<file path="src/rtl/ringosc_pkg.sv">
// Shared definitions for the ring-oscillator frequency counter: FSM encoding,
// default counter width and the timer-width helper.
package ringosc_pkg;

   localparam logic [1:0] ST_IDLE   = 2'd0;
   localparam logic [1:0] ST_SETTLE = 2'd1;
   localparam logic [1:0] ST_GATE   = 2'd2;
   localparam logic [1:0] ST_DONE   = 2'd3;

   localparam int DEF_CNT_W = 16;

   // One timer serves both the settle and gate phases, so it is sized for the longer one.
   function automatic int tmr_width(input int gate_cycles, input int settle_cycles);
      int longest;
      longest = (gate_cycles > settle_cycles) ? gate_cycles : settle_cycles;
      return $clog2(longest);
   endfunction

endpackage

</file>
<file path="src/rtl/sync_2ff.sv">
// Two-flop synchronizer for a single asynchronous bit, synchronous active-low reset.
module sync_2ff
   import ringosc_pkg::*;
(
   input  logic clk,
   input  logic rst_n,
   input  logic d,
   output logic q
);

   logic meta_p0;
   logic sync_p1;

   always_ff @(posedge clk) begin
      if (!rst_n) begin
         meta_p0 <= 1'b0;
         sync_p1 <= 1'b0;
      end else begin
         meta_p0 <= d;
         sync_p1 <= meta_p0;
      end
   end

   assign q = sync_p1;

endmodule

</file>
<file path="src/rtl/ringosc_freq_counter.sv">
// Ring-oscillator frequency counter: enable, settle, count rising edges over a gate window.
// Define FREQ_CONT_EN for back-to-back measurements while start is held high.
module ringosc_freq_counter
   import ringosc_pkg::*;
#(
   parameter int GATE_CYCLES   = 1024,
   parameter int SETTLE_CYCLES = 16,
   parameter int CNT_W         = DEF_CNT_W
) (
   input  logic             clk,
   input  logic             rst_n,
   input  logic             start,
   input  logic             ro_in,
   output logic             ro_en,
   output logic             busy,
   output logic             done,
   output logic [CNT_W-1:0] count,
   output logic             overflow
);

   localparam int               TMR_W       = tmr_width(GATE_CYCLES, SETTLE_CYCLES);
   localparam logic [TMR_W-1:0] SETTLE_LAST = TMR_W'(SETTLE_CYCLES - 1);
   localparam logic [TMR_W-1:0] GATE_LAST   = TMR_W'(GATE_CYCLES - 1);
   localparam logic [CNT_W-1:0] CNT_MAX     = '1;

   // Returns {hit_ceiling, next_value}; the value never wraps past CNT_MAX.
   function automatic logic [CNT_W:0] sat_inc(input logic [CNT_W-1:0] v, input logic inc);
      logic [CNT_W:0] r;
      if (!inc)
         r = {1'b0, v};
      else if (v == CNT_MAX)
         r = {1'b1, v};
      else
         r = {1'b0, v + 1'b1};
      return r;
   endfunction

   logic [1:0]       state;
   logic [TMR_W-1:0] timer;
   logic [CNT_W-1:0] edge_cnt;
   logic             sat_flag;
   logic             ro_sync_p1;
   logic             ro_hist_p2;
   logic             ro_edge;
   logic [CNT_W:0]   cnt_step;
   logic             sat_next;

   // Stage p0/p1: bring the oscillator into the clk domain
   sync_2ff u_sync (
      .clk   (clk),
      .rst_n (rst_n),
      .d     (ro_in),
      .q     (ro_sync_p1)
   );

   // Stage p2: history flop for rising-edge detection
   always_ff @(posedge clk) begin
      if (!rst_n)
         ro_hist_p2 <= 1'b0;
      else
         ro_hist_p2 <= ro_sync_p1;
   end

   assign ro_edge  = ro_sync_p1 & ~ro_hist_p2;
   assign cnt_step = sat_inc(edge_cnt, ro_edge);
   assign sat_next = sat_flag | cnt_step[CNT_W];

   always_ff @(posedge clk) begin
      if (!rst_n) begin
         state    <= ST_IDLE;
         timer    <= '0;
         edge_cnt <= '0;
         sat_flag <= 1'b0;
         count    <= '0;
         overflow <= 1'b0;
         done     <= 1'b0;
      end else begin
         done <= 1'b0;
         case (state)
            ST_IDLE: begin
               if (start) begin
                  state <= ST_SETTLE;
                  timer <= '0;
               end
            end
            ST_SETTLE: begin
               if (timer == SETTLE_LAST) begin
                  state    <= ST_GATE;
                  timer    <= '0;
                  edge_cnt <= '0;
                  sat_flag <= 1'b0;
               end else begin
                  timer <= timer + 1'b1;
               end
            end
            ST_GATE: begin
               edge_cnt <= cnt_step[CNT_W-1:0];
               sat_flag <= sat_next;
               // Results are captured on the closing edge so an edge in the last gate cycle still counts
               if (timer == GATE_LAST) begin
                  state    <= ST_DONE;
                  count    <= cnt_step[CNT_W-1:0];
                  overflow <= sat_next;
                  done     <= 1'b1;
               end else begin
                  timer <= timer + 1'b1;
               end
            end
            ST_DONE: begin
`ifdef FREQ_CONT_EN
               if (start) begin
                  state <= ST_SETTLE;
                  timer <= '0;
               end else begin
                  state <= ST_IDLE;
               end
`else
               state <= ST_IDLE;
`endif
            end
            default: state <= ST_IDLE;
         endcase
      end
   end

   assign ro_en = (state == ST_SETTLE) || (state == ST_GATE);
   assign busy  = (state != ST_IDLE);

endmodule

</file>
<file path="config.mk">
export PLATFORM = sky130hd
export DESIGN_NAME = ringosc_freq_counter
export DESIGN_NICKNAME = d
export VERILOG_FILES = /design/src/rtl/ringosc_pkg.sv /design/src/rtl/sync_2ff.sv /design/src/rtl/ringosc_freq_counter.sv
export SDC_FILE = /design/constraint.sdc
export NUM_CORES = 1
export LEC_CHECK = 0
export ABC_AREA = 1
export CAP_MARGIN = 30
export CORE_MARGIN = 2
export CORE_UTILIZATION = 45
export DETAILED_ROUTE_END_ITERATION = 7
export GPL_ROUTABILITY_DRIVEN = 0
export PLACE_DENSITY = 0.72
export RECOVER_POWER = 50
export SLEW_MARGIN = 30
export SYNTH_ARGS = -nofsm -noshare
export SYNTH_HDL_FRONTEND = slang
export SYNTH_HIERARCHICAL = 1
export SYNTH_SLANG_ARGS = --single-unit
</file>
<file path="constraint.sdc">
create_clock -name clk -period 4 [get_ports clk]
set_input_delay 0.8 -clock clk [delete_from_list [all_inputs] [get_ports clk]]
set_output_delay 0.8 -clock clk [all_outputs]
set_load 0.005 [all_outputs]
</file>
==> reports/results.ini <==
[run]
max_cap_violations=0

[synth]
synth_common_cells=nand2_1, inv_1, dfxtp_1, nor2_1, nand3_1
synthFlopType=dfxtp_1
synth_top_area_cell=dfxtp_1
synth_adder_area_share_pct=2.64
yosysWarnings=6
synth_compound_area_share_pct=8.55
synth_cells=447
async_reset_ff_share_pct=0
syn_nets=457
synth_top_area_share_pct=35.3
syn_area_mm2=0.00284
ys_ff_latch=50
synth-xor-area-share_pct=0.617
synthTopCellsByArea=dfxtp_1, nand2_1, inv_1, nor2_1, nand3_1
yosysMostFrequentCell=nand2_1
synth_top_family_by_area=simple AND/OR/NAND/NOR gates
synth_edf_count=0
muxShareOfSynthArea_pct=0
yosysUniqueCellTypes=31
avgSynthCellArea_um2=6.35
ys_seq_area_share_pct=35.3
synth-simple-area-share_pct=42.3

[setup_path]
cp_max_fo=32
worst-r2r-setup-slack_ps=1940
critPathKind=in2reg
slowest_stage=inv_1
required_ps=4260
reg2regPathDepth=9
worstSetupEndpointType=flop
regToRegEndpoint=timer[7]
cp_common_cell=inv_1
worstPathCellList=dlygate4sd3_1 -> clkbuf_1 -> inv_1 -> a21oi_1 -> nand2_1 -> inv_1
cp-start-kind=input port
critPathMaxStageDelay_ps=700
r2r_start=timer[1]
cp.arrival_ps=3100

[die]
die_h_um=83.4
rows=28
pin_count=24
start_util_pct=47.1
die-area_mm2=0.00696
coreArea_mm2=0.00603
die_w_um=83.4

[grt]
grt_pass1_vias=2450
grt.total_usage_pct=18.6
grt.overflow.total=0
grt_max_degree=33
antenna_found_initial=0
grt_pass1_wl_um=10700

[timing]
period_minus_slack_ps=2840
slew_headroom_pct=32.1
finClkSkew_ps=7.54
maxSlewViolCount=0
finalCritPeriodShare_pct=71.1
fmax_ghz=0.352
hold_viol_final=0
tns_ps=0
fin_ws_ps=1160
tightest_slew_ps=1020
setup_viol=0
rsz0062_at_grt=false

[power_and_ir_drop]
pwr-share-clk_pct=24.6
combPwrFrac_pct=32.3
p_int_uw=792
switchingPower_uw=482
swShare_pct=37.8
p_per_area_mw_per_mm2=399
p_leak_nw=1.33
totalPowerFinal_mw=1.27
max-vdd-ir-drop_uv=286
pwr-share-seq_pct=43.1

[drt]
ant_nets=0
remaining_drc_errors=0
wire_per_inst_um=11.7
routed_wl_um=6320
dr_total_vias=2719
drt-initial-drc-count=209
routed_via_density=5.02
drt_first_pass_iters=5

[clock_network]
cts_tree=yes
cts_buffer_depth=2
cts_root_buf=clkbuf_8
insertion_delay_ps=310
numCtsBuffers=5
post_cts_buffers=0
clkSlewWorstSetupHoldPaths_ps=90
cts_resized=0
h-tree-depth=2
cts_hold_buf=0
clock_sinks=50

[placed_design]
io_buffers=23
hpwl_um=4540
post-place-ws_ps=1690
dp_cells=534

[worst_hold_path]
holdPathEnd=u_sync/q
holdPathStages=2
worstHoldStart=u_sync/meta_p0
hold_class=reg2reg

[cells_and_area]
final_cells=542
syn_to_final_growth_pct=12.5
drive_above_1_share_pct=6.85
final_core_util_pct=53.0
fin_nets=476
antenna_cells=0

[outcome]
status=complete, no violations

[metal layers]
metal	vias to the layer above	track usage, %	part of all wire, %
met2	53	32.3	48
met4	0	5.87	1.2
met1	1219	22.9	47
li1	1440	-	-
met3	7	3.88	4.1
met5	-	0	0
[state kept, by name (all words and copies together), names as in the netlist]
signal          flops
done                1
u_sync/q            1
ro_hist_p2          1
edge_cnt           16
count              16
overflow            1
u_sync/meta_p0      1
state               2
timer              10
sat_flag            1
[critical path: cells and delay by family]
kind	cells	cell delay, ps
buf+inv	4	1900
simple gates	1	80
compound gates	1	310
[metrics by stage]
stage	instance area [um^2]	hold WS (ps)
after CTS	3200	433
after global routing	3190	452
final	3190	432
after floorplan	2840	390
after global placement	3110	408
after detailed placement	3110	411
[worst max-delay path by stage]
| stage | start | to | slack, ps | depth (start not counted) |
|---|---|---|---|---|
| 5_1_grt | rst_n | count[11] | 940 | 6 |
| 3_5_place_dp | state[1] | ro_en | 1690 | 3 |
| 2_1_floorplan | rst_n | count[11] | 2400 | 6 |
| 3_3_place_gp | rst_n | count[9] | 1510 | 6 |
| 6_report | rst_n | count[9] | 1160 | 6 |
| 4_1_cts | state[1] | ro_en | 1340 | 3 |
[power by group through the flow]
stage	logic, mW	clock network (mW)	registers, mW
after global placement	0.409	0	0.559
final	0.412	0.313	0.549
after global routing	0.478	0.341	0.553
after floorplan	0.320	0	0.554
after detailed placement	0.415	0	0.561
after CTS	0.416	0.321	0.549
[placed cells by master (no fill, tap or decap)]
cell             instances
o21ai_0                  9
inv_1                   58
nor2_2                   3
clkbuf_8                 6
nand3b_1                 3
dfxtp_1                 50
nor3_1                   3
nand3_2                  2
xnor2_1                  1
dlygate4sd3_1            9
clkinv_1                 1
nand4_4                  1
nand3_1                 35
xor2_1                   1
clkdlybuf4s50_1         14
a21oi_1                 31
a21oi_4                  1
ha_1                     6
nor2_4                   1
o21ai_2                  1
clkinv_2                 2
nor3_2                   2
a21oi_2                  2
nor2_1                  50
nor3_4                   1
inv_2                    3
nand2_2                  5
clkbuf_1                 2
nand4_1                 12
nand4_2                  1
nand2_1                150
nand2_4                  1
[cells by family after synthesis]
family	count (synthesis)
simple gates	270
buf+inv	75
flops	50
compound gates	44
fa+ha+maj	6
xor+xnor	2
[layout make-up]
type | count | area, um^2
tap | 75 | 93.8
clock inverter | 1 | 5.00
inverter | 63 | 238
clock buffer | 7 | 86.3
timing repair buffer | 24 | 234
sequential | 50 | 1000
multi-input combinational | 322 | 1540
fill | 607 | 2830
Power figures use the tool's default switching activity.
